--- config.mk ---
export PLATFORM = sky130hd
export DESIGN_NAME = fc_layer_sequencer
export DESIGN_NICKNAME = d
export VERILOG_FILES = /design/src/rtl/fc_layer_sequencer.sv
export SDC_FILE = /design/constraint.sdc
export NUM_CORES = 1
export LEC_CHECK = 0
export ABC_AREA = 1
export CORE_AREA = 2 2 207 107
export CTS_BUF_LIST = sky130_fd_sc_hd__clkbuf_8 sky130_fd_sc_hd__clkbuf_16
export DETAILED_ROUTE_END_ITERATION = 10
export DIE_AREA = 0 0 209 109
export GPL_ROUTABILITY_DRIVEN = 0
export PLACE_DENSITY_LB_ADDON = 0.15
export SYNTH_ARGS = -nofsm -noshare
export SYNTH_HDL_FRONTEND = slang
export SYNTH_SLANG_ARGS = --single-unit
export TNS_END_PERCENT = 20
--- constraint.sdc ---
create_clock -name clk -period 2.7 [get_ports clk]
set_input_delay 0.54 -clock clk [delete_from_list [all_inputs] [get_ports clk]]
set_output_delay 0.54 -clock clk [all_outputs]
set_load 0.05 [all_outputs]
--- src/rtl/fc_layer_sequencer.sv ---
// Fully-connected layer sequencer: streams input/weight pairs through an external sign-magnitude multiplier and accumulates one result per neuron.
// Latency: in_len+2 cycles per neuron; done pulses one cycle after the last neuron's write.
// Backpressure: none; reads issue every RUN cycle and results are presented for exactly one cycle.
module fc_layer_sequencer #(
   parameter int DATA_WIDTH = 16,
   parameter int IN_LEN_W   = 10,
   parameter int OUT_LEN_W  = 8,
   parameter int ACC_WIDTH  = 40
) (
   input  logic                          clk,
   input  logic                          rst_n,
   input  logic                          start,
   input  logic [IN_LEN_W-1:0]           in_len,
   input  logic [OUT_LEN_W-1:0]          out_len,
   input  logic                          relu_en,
   output logic                          busy,
   output logic                          done,
   output logic                          rd_en,
   output logic [IN_LEN_W-1:0]           in_addr,
   output logic [IN_LEN_W+OUT_LEN_W-1:0] w_addr,
   input  logic [DATA_WIDTH-1:0]         in_data,
   input  logic [DATA_WIDTH-1:0]         w_data,
   output logic [DATA_WIDTH-1:0]         mul_a,
   output logic [DATA_WIDTH-1:0]         mul_b,
   input  logic [2*DATA_WIDTH-1:0]       mul_result,
   output logic                          out_valid,
   output logic [OUT_LEN_W-1:0]          out_addr,
   output logic [ACC_WIDTH-1:0]          out_data
);
   localparam int WA_W = IN_LEN_W + OUT_LEN_W;
   localparam int PAD  = ACC_WIDTH - (2*DATA_WIDTH - 1);
   localparam logic [IN_LEN_W-1:0]  I_ONE  = IN_LEN_W'(1);
   localparam logic [OUT_LEN_W-1:0] J_ONE  = OUT_LEN_W'(1);
   localparam logic [WA_W-1:0]      WA_ONE = WA_W'(1);

   typedef enum logic [2:0] {IDLE, RUN, FLUSH, WRITE, FINISH} state_t;

   state_t                 state;
   logic [IN_LEN_W-1:0]    len_q, i;
   logic [OUT_LEN_W-1:0]   nout_q, j;
   logic                   relu_q, dv;
   logic [ACC_WIDTH-1:0]   acc, mag, addend, acc_sum, relu_sum;

   assign mul_a   = in_data;
   assign mul_b   = w_data;
   assign in_addr = i;

   // Sign-magnitude product to two's complement; a negative zero negates to zero.
   assign mag      = {{PAD{1'b0}}, mul_result[2*DATA_WIDTH-2:0]};
   assign addend   = !dv ? '0 : (mul_result[2*DATA_WIDTH-1] ? -mag : mag);
   assign acc_sum  = acc + addend;
   assign relu_sum = (relu_q && acc_sum[ACC_WIDTH-1]) ? '0 : acc_sum;

   always_ff @(posedge clk or negedge rst_n) begin
      if (!rst_n) begin
         state     <= IDLE;
         busy      <= 1'b0;
         done      <= 1'b0;
         rd_en     <= 1'b0;
         dv        <= 1'b0;
         out_valid <= 1'b0;
         w_addr    <= '0;
         out_addr  <= '0;
         out_data  <= '0;
         acc       <= '0;
         i         <= '0;
         j         <= '0;
         len_q     <= '0;
         nout_q    <= '0;
         relu_q    <= 1'b0;
      end else begin
         dv        <= rd_en;
         done      <= 1'b0;
         out_valid <= 1'b0;
         case (state)
            IDLE: begin
               if (start) begin
                  busy <= 1'b1;
                  if (in_len != '0 && out_len != '0) begin
                     len_q  <= in_len;
                     nout_q <= out_len;
                     relu_q <= relu_en;
                     i      <= '0;
                     j      <= '0;
                     w_addr <= '0;
                     acc    <= '0;
                     rd_en  <= 1'b1;
                     state  <= RUN;
                  end else begin
                     done  <= 1'b1;
                     state <= FINISH;
                  end
               end
            end
            RUN: begin
               acc    <= acc_sum;
               // Running weight address walks j*in_len+i without a multiplier.
               w_addr <= w_addr + WA_ONE;
               if (i == len_q - I_ONE) begin
                  rd_en <= 1'b0;
                  state <= FLUSH;
               end else begin
                  i <= i + I_ONE;
               end
            end
            FLUSH: begin
               acc       <= acc_sum;
               out_valid <= 1'b1;
               out_addr  <= j;
               out_data  <= relu_sum;
               state     <= WRITE;
            end
            WRITE: begin
               acc <= '0;
               i   <= '0;
               if (j == nout_q - J_ONE) begin
                  done  <= 1'b1;
                  state <= FINISH;
               end else begin
                  j     <= j + J_ONE;
                  rd_en <= 1'b1;
                  state <= RUN;
               end
            end
            FINISH: begin
               busy  <= 1'b0;
               state <= IDLE;
            end
            default: state <= IDLE;
         endcase
      end
   end
endmodule

==> run metrics, run 1 <==
Tmin final 3242 ps; ys async rst share 100.0%; Reg clk slew, reported paths 70 ps; crit-path max FO 5; violated checks setup timing; CTS buffer count 17; # IOs 198; synth-to-layout area growth 44.54%; synth top area cells dfrtp_1, nand2_1, inv_1; status finished, violations left; Die ar. 22780 µm²; H-tree depth 4; Final Setup Violations 70; Global Route met3 Usage 12.99%; Clk Latency, worst-skew pair around 450 ps; final period utilization 120.1%; Setup crit start kind input pin; RSZ-0062 raised after global routing true; area of the multi-input gates a little over 7000 µm²; routed via count 12624; Clock Path Buffers 2; M2 GR Usage between 40% and 50%; final slew viol count 0; hold_buf cts 0; GRT met1 Usage 53.11%; fin nets 2123; Post-DRT Antenna Nets 0; initial DRC count 1517; Synth area leader dfrtp_1; EDFF count, synth 0; Arrival @ worst endpoint about 3600 ps; total track usage a little over a third; pre-CTS setup slack -1507 ps; Starting Density 52.72%; Worst EP required 3040 ps; detailed-placement wirelength estimate approximately 29000 µm; Peak VDD IR 1.067 mV; storage element area 3779 µm²; setup ws final -542.2 ps; Slew @ Worst Pin 724.6 ps; global route overflow 0; Root Buffer clkbuf_16; DRC violations left 0; Hold Slack 92.42 ps; post-synth design cell area ~11000 µm²; Synth Flop Type dfrtp_1; Filler Cells Inserted 1540; clock skew 9.143 ps; Routed WL per cell between 15 and 20 µm; initial antenna violation count 1; Avg Vias per Cell 5.527; Core Area between 20000 and 25000 µm²; worst hold path type in -> async; final hold violation count 0; Yosys reg bits ~150; Clock Sinks 151; syn_nets ~1800; sequential area share after synthesis 33.88%; first-pass GRT wire length 61930 µm; Crit. End Element flop; Cells after Synth 1650; P per Cell Area 1223 nW/µm²; Non-Filler Instances 2284; Rows 38; vias in the first global route 11570; Setup TNS Final -28180 ps; GRT busiest layer met1; CP Class in -> reg; Placed Cells incl. Taps 2208; mean post-synth cell area 6.760 µm²; Static Leak 8.164 nW; Pre-Repair DR Iteration Count 5; Synth top area share 33.88%; die height approximately 110 µm; Synth Warn # 0; die width 209 µm; Max-Cap Viols 0; largest net degree at the start of global routing a little under 70; Port Buf Inserts 133; Netlist cell types 45; layout cells sized above 1 between 20% and 30%; CTS tree yes; Total Routed Length 40820 µm; fmax 308.4 MHz; Slew headroom 51.69%; ANT cells 0
-- where the power goes --
group          switching (mW)  internal, mW
logic                    8.03          5.29
clock network            1.08          1.30
registers               0.858          3.16
-- path summary, 6_finish.rpt --
| path | start | end | slack (ps) | cells past startpoint |
|---|---|---|---|---|
| worst max-delay path | mul_result[8] | out_data[22] | -540 | 26 |
| worst min-delay path | rst_n | acc[27] | 90 | 1 |
| worst max register to register | dv | out_data[22] | -310 | 18 |
| worst min register to register | rd_en | dv | 420 | 0 |
| max in group asynchronous | rst_n | acc[4] | 1820 | 2 |
| min in group clk | rd_en | dv | 420 | 0 |
-- timing repair --
| action | in CTS | in global routing |
|---|---|---|
| cloned | 3 | 1 |
| pin swaps | 57 | 88 |
| endpoints found under the setup margin | 76 | 74 |
| resized for setup | 195 | 142 |
| buffers inserted | 26 | 17 |
-- synthesized netlist by cell type (6+ instances only) --
cell type,n
buf_4,34
nor2_1,150
nand2_2,8
nor2_2,10
a22o_1,20
inv_1,201
xor2_1,43
dfrtp_1,151
nand3b_1,7
inv_2,6
nand3_2,14
o22ai_1,11
ha_1,45
o21bai_1,6
a21oi_1,79
o21ai_0,81
clkbuf_1,23
buf_2,7
nor3_1,37
nor4_1,6
nand2_1,526
nand4_1,13
nand3_1,120
xnor2_1,11
-- sequential cells by signal (all words and copies together) (netlist names), 3 cells and up --
| signal | cells |
|---|---|
| out_data | 40 |
| len_q | 10 |
| in_addr | 10 |
| nout_q | 8 |
| acc | 40 |
| state | 3 |
| w_addr | 18 |
| out_addr | 8 |
| j | 8 |
-- cell usage in the layout, fill, tap and decap left out, types with 12 or more instances in the layout --
master / netlist / layout
o21ai_1: 4 / 18
xor2_1: 43 / 37
inv_1: 201 / 189
nor2_4: 1 / 25
dlygate4sd2_1: 0 / 17
nor3_1: 37 / 31
clkbuf_16: 0 / 18
nor2_1: 150 / 99
a22o_1: 20 / 20
nor2_2: 10 / 37
ha_1: 45 / 29
a21oi_1: 79 / 52
nand4_1: 13 / 13
nand2_4: 2 / 12
nand2_1: 526 / 479
dfrtp_1: 151 / 151
o21ai_0: 81 / 62
nand3_2: 14 / 38
nand2_2: 8 / 45
inv_2: 6 / 16
buf_4: 34 / 236
nand3_1: 120 / 91
clkdlybuf4s50_1: 0 / 103
a21oi_2: 0 / 22
-- final cells by class --
type	instances	area share, %
flip-flops and latches	151	23.44
well taps	280	2.173
clock inverters	14	0.7838
repair buffers	389	21.03
inverters	208	4.998
multi-input cells	1224	44.85
clock buffers	18	2.724
-- cells by family after synthesis --
kind of cell,synth area share (%)
and+or+nand+nor,34.75
buffers and inverters,10.79
AOI/OAI and AO/OA,10.81
DFF,33.88
xor gates and xnor gates,4.240
adders and majority gates,5.227
muxes,0.3028
-- per-layer routing --
layer / vias to the layer above / wire length (µm)
li1: 5955 / -
met1: 5866 / 18360
met2: 740 / 16440
met3: 63 / 5533
met4: 0 / 483
met5: - / 0
-- per-stage QoR --
stage / instance area [µm²] / util [%] / total power, mW
detailed placement: 14200 / 67.13 / 15.12
global placement: 14200 / 67.13 / 14.92
floorplan: 11270 / - / 10.72
global route: 16120 / 76.20 / 20.77
finish: 16120 / 76.20 / 19.71
CTS: 15540 / 73.45 / 18.56
-- worst max-delay path, cell delays in order --
cell	delay (ps)
dlygate4sd2_1	260
nor2_2	110
nand2_1	90
nor2_2	150
nand2_2	90
nor2_4	130
nand2_2	90
nand2_1	100
o21ai_0	100
a21oi_1	170
ha_1	270
buf_4	160
nand2_4	80
inv_1	40
nand2_1	60
nand2_2	80
a21oi_2	130
nand3_2	110
nand2_4	120
nand2_4	60
nand2_4	80
nand3_4	110
buf_6	160
buf_16	140
nand3_1	60
nand2_1	70
No activity file was read; power rests on OpenSTA's default activity.
==> run 2: changes to the inputs <==
--- a/config.mk
+++ b/config.mk
@@ -12,6 +12,7 @@
 export DIE_AREA = 0 0 209 109
 export GPL_ROUTABILITY_DRIVEN = 0
 export PLACE_DENSITY_LB_ADDON = 0.15
+export REMOVE_ABC_BUFFERS = 1
 export SYNTH_ARGS = -nofsm -noshare
 export SYNTH_HDL_FRONTEND = slang
 export SYNTH_SLANG_ARGS = --single-unit
==> run metrics, run 2 (synthesized netlist as in run 1, its figures left out) <==
M2 GR Usage 48.79%; crit-path max FO 4; RSZ-0062 raised after global routing true; violated checks setup timing; CP max-delay cell clkdlybuf4s50_1; final slew viol count 0; GRT busiest layer met1; fin nets ~2100; Pre-Repair DR Iteration Count 9; Slew headroom between 50% and 60%; switching share of power 50.88%; H-tree depth 4; Crit. End Element flop; detailed-placement wirelength estimate 28230 µm; DRC violations left 0; most common cell after layout, fill and taps aside nand2_1; Worst EP required a little over 3000 ps; total track usage 35.31%; global route overflow 0; Seq pwr share approximately 20%; Reg clk slew, reported paths 70 ps; Root Buffer clkbuf_16; Slew @ Worst Pin 676.1 ps; Post-Place Cell Area 14070 µm²; commonest cells after routing, fill and taps aside nand2_1, buf_4, inv_1; synth-to-layout area growth 47.43%; hold_buf cts 0; Routed WL per cell about 19 µm; GRT met1 Usage 52.10%; final period utilization 126.3%; P per Cell Area 1230 nW/µm²; Setup crit start kind input pin; worst hold path type in -> async; CTS buffer count 17; Clk Latency, worst-skew pair 460 ps; initial DRC count 1800; CTS tree yes; Max-Cap Viols 0; clock skew between 10 and 15 ps; Gate power share between 60% and 70%; Clock Path Buffers 2; fmax 293.1 MHz; Rows 38; largest net degree at the start of global routing 55; Total Routed Length between 40000 and 50000 µm; Starting Density 52.72%; Clock Sinks about 150; Static Leak 8.280 nW; ANT cells 0; Hold Slack approximately 33 ps; largest registers acc x40, out_data x40, w_addr x18; most used cell, CP nand2_1; Post-DRT Antenna Nets 0; initial antenna violation count 0; Arrival @ worst endpoint ~3800 ps; Tmin final 3411 ps; Die ar. 22780 µm²; slowest stage delay, CP 450 ps; crit-path cells clkdlybuf4s50_1 -> inv_1 -> nand2_2 -> nor2_2 -> nand3_2 -> nand2_2 -> buf_4 -> o21ai_0 -> a21oi_1 -> ha_2 -> a21oi_1 -> o21ai_1 -> nand2_1 -> nand2_1 -> nor2_2 -> nand2_1 -> nand2_1 -> nand2_1 -> nand3_2 -> nand2_1; final hold violation count 0; Internal Power a little under 10 mW; Global Route met3 Usage 11.58%; fin area 16440 µm²; Avg Vias per Cell 5.759; layout cells sized above 1 between 30% and 40%; CP Class in -> reg; Port Buf Inserts around 130; # IOs 198; vias in the first global route 11898; die height 109 µm; setup ws final -711.3 ps; Final Setup Violations 68; Clk pwr share 12.0%; Core Area 21160 µm²; Peak VDD IR 0.7019 mV; die width around 210 µm; routed via count 13223; Psw between 10 and 15 mW; first-pass GRT wire length around 62000 µm; status finished, violations left
-- run 2: cell count changes in the layout (fill, tap and decap cells not counted), moves of 5 or more --
cell / delta
nand2_2: +21
nor3_1: -9
o21ai_1: +7
buf_4: +9
o21ai_0: -6
dlymetal6s2s_1: +5
a21oi_2: +5
a21oi_1: -9
dlygate4sd2_1: -9
nand2_1: -22
nor3_2: +6
-- run 2: repair_timing --
item | in CTS | in global routing
gates resized for setup | 233 | 198
pin swaps | 83 | 133
gates cloned | 3 | 0
setup buffers | 32 | 28
setup endpoints to repair | 75 | 74
-- run 2: area by class of cell --
type	count	area, µm²
clock buffer	17	425.4
clock inverter	15	152.6
fill	1461	4713
inverter	208	795.8
multi-input combinational	1224	7443
sequential	151	3779
tap	280	350.3
timing repair buffer	401	3498
-- run 2: layer usage --
metal	vias up	share of wire, %
met5	-	0
met4	0	3.4
met3	172	14
met2	950	40
met1	6126	43
li1	5975	-
-- run 2: final timing paths --
path / cells after the start / endpoint / slack, ps / from
max: 20 / out_data[30] / -710 / mul_result[21]
min: 1 / acc[23] / 30 / rst_n
max reg2reg: 20 / out_data[20] / -310 / dv
min reg2reg: 0 / dv / 400 / rd_en
max in group asynchronous: 2 / j[1] / 1960 / rst_n
min in group clk: 0 / dv / 400 / rd_en
-- run 2: worst max-delay path: cells and delay by family --
| kind | cells | cell delay [ps] |
|---|---|---|
| adder cells (fa/ha/maj) | 1 | 380 |
| buffers and inverters | 3 | 720 |
| AND/OR/NAND/NOR | 12 | 1340 |
| AO/OA/AOI/OAI | 4 | 770 |
-- run 2: power by group through the flow --
stage / Combinational [mW] / Sequential (mW) / Clock, mW
5_1_grt: 14.6 / 4.11 / 2.51
3_5_place_dp: 11.0 / 3.94 / 0
3_3_place_gp: 10.8 / 3.94 / 0
2_1_floorplan: 5.00 / 5.31 / 0
4_1_cts: 12.1 / 3.94 / 2.42
6_report: 13.8 / 4.01 / 2.42
-- run 2: through the flow --
stage,power (mW),instances,setup TNS (ps),utilization [%],setup slack (ps)
4_1_cts,18.44,2270,-20610,73.43,-465.1
6_report,20.23,2296,-35410,77.72,-711.3
5_1_grt,21.26,2296,-43540,77.72,-775.4
2_1_floorplan,10.32,1583,-51010,-,-767.9
3_3_place_gp,14.69,2203,-96920,66.52,-1445
3_5_place_dp,14.92,2203,-104540,66.52,-1587
==> run 3: changes to the inputs <==
--- a/config.mk
+++ b/config.mk
@@ -6,10 +6,10 @@
 export NUM_CORES = 1
 export LEC_CHECK = 0
 export ABC_AREA = 1
-export CORE_AREA = 2 2 207 107
+export CORE_AREA = 2 2 217 112
 export CTS_BUF_LIST = sky130_fd_sc_hd__clkbuf_8 sky130_fd_sc_hd__clkbuf_16
 export DETAILED_ROUTE_END_ITERATION = 10
-export DIE_AREA = 0 0 209 109
+export DIE_AREA = 0 0 219 114
 export GPL_ROUTABILITY_DRIVEN = 0
 export PLACE_DENSITY_LB_ADDON = 0.15
 export REMOVE_ABC_BUFFERS = 1
==> constraint.sdc (replaced) <==
create_clock -name clk -period 3.1 [get_ports clk]
set_input_delay 0.62 -clock clk [delete_from_list [all_inputs] [get_ports clk]]
set_output_delay 0.62 -clock clk [all_outputs]
set_load 0.05 [all_outputs]
==> run metrics, run 3 (synthesized netlist as in run 1, its figures left out) <==
CTS tree yes; die width 219 µm; die height 114 µm; worst hold path type in -> async; RSZ-0062 raised after global routing true; Port Buf Inserts 133; routed via count about 12000; Max Used Layer met4; largest net degree at the start of global routing 65; Root Buffer clkbuf_16; Max-Cap Viols 0; H-tree depth 4; Rows 40; Setup crit start mul_result[3]; CTS buffer count 17; Slew @ Worst Pin between 600 and 700 ps; Setup crit start kind input pin; crit-path max FO 4; Crit. End Element flop; Total Routed Length 39050 µm; Worst R2R Start dv; final hold violation count 0; P per Cell Area 1027 nW/µm²; first-pass GRT wire length 61070 µm; M1 WL 19320 µm; initial antenna violation count 0; final slew viol count 0; Peak VDD IR just over 0.7 mV; initial DRC count 1318; DRC violations left 0; Worst R2R Path Depth 16; Clock Sinks 151; global route overflow 0; ANT cells 0; Final Setup Violations 46; fin nets between 2000 and 2500; slowest stage delay, CP approximately 370 ps; crit-path cells buf_2 -> nor2_4 -> buf_4 -> inv_2 -> nor2_4 -> nand2_4 -> nor2_4 -> buf_6 -> nor2_1 -> o21ai_1 -> a21oi_1 -> ha_1 -> nand2_2 -> nor3_1 -> nand3b_1 -> nand3_2 -> buf_4 -> xor2_1 -> buf_4 -> nand3_1 -> nand2_1; most common cell after layout, fill and taps aside nand2_1; Routed WL per cell 16.80 µm; status finished, violations left; Reg clk slew, reported paths 60 ps; total power 16.50 mW; layout cells sized above 1 27.76%; Pre-Repair DR Iteration Count 8; detailed-placement wirelength estimate 28590 µm; setup ws final -160.5 ps; Static Leak 8.186 nW; Worst EP required ~3500 ps; fmax approximately 310 MHz; Clock Path Buffers 2; Placed Cells incl. Taps 2254; final period utilization 105.2%; commonest cells after routing, fill and taps aside nand2_1, buf_4, inv_1; largest registers acc x40, out_data x40, w_addr x18; # IOs between 150 and 200; Tmin final approximately 3300 ps; WL met2 15240 µm; Non-Filler Instances 2325; synth-to-layout area growth 44.04%; vias in the first global route 11285; Starting Density ~48%; total track usage 31.40%; Core Area 23320 µm²; Avg Vias per Cell 5.319; violated checks setup timing; Post-DRT Antenna Nets 0; Die ar. 24970 µm²; met3 WL post-DR about 4000 µm; Slew headroom around 55%; CP Class in -> reg; Clk Latency, worst-skew pair 450 ps; Arrival @ worst endpoint 3640 ps; clock skew 13.42 ps; CP max-delay cell ha_1
-- run 3: final timing paths --
check | endpoint | slack (ps)
setup / recovery | out_data[18] | -160
hold / removal | in_addr[4] | 180
setup reg to reg | out_data[30] | 200
hold reg to reg | dv | 410
max in group asynchronous | j[1] | 2100
min in group clk | dv | 410
-- run 3: worst max-delay path: cells and delay by family --
kind                     cells  cell delay (ps)
AND/OR/NAND/NOR             11             1520
buffers and inverters        6              710
adder cells (fa/ha/maj)      1              370
AO/OA/AOI/OAI                2              230
XOR/XNOR                     1              160
-- run 3: layer usage --
layer / vias to the layer above / GRT usage [%]
met5: - / 0.3922
met1: 5786 / 50.63
met2: 575 / 40.82
met4: 0 / 6.396
met3: 45 / 8.187
li1: 5961 / -
-- run 3: area by class of cell --
cell class	instances	area, µm²
Fill cell	1924	7256
Timing Repair Buffer	395	3348
Clock buffer	20	466.7
Sequential cell	151	3779
Inverter	208	793.3
Multi-Input combinational cell	1224	7159
Clock inverter	12	126.4
Tap cell	315	394.1
-- run 3: report_power, final --
part	internal (mW)	switching, mW	total, mW	leakage [nW]
clock	1.25	0.906	2.15	0.291
sequential	2.75	0.702	3.45	1.94
combinational	4.32	6.57	10.9	5.95
-- run 3: through the flow --
step                setup slack [ps]  util [%]  hold WS [ps]  TNS [ps]  cell area, µm²
floorplan                     -367.9         -         324.4    -21830           10730
global placement               -1255     60.89         381.7    -78870           14200
detailed placement             -1355     60.89         384.9    -83600           14200
CTS                           -106.4     66.43         191.0     -1828           15490
global route                  -313.9     68.89         221.2    -14270           16070
finish                        -160.5     68.89         178.6     -3718           16070
-- run 3: what timing repair did --
item | in CTS | in global routing
hold endpoints to repair | 0 | 0
setup buffers | 28 | 12
endpoints found under the setup margin | 73 | 66
pin swaps | 82 | 78
gates cloned | 1 | 0
hold buffers | 0 | 0
resized for setup | 223 | 137
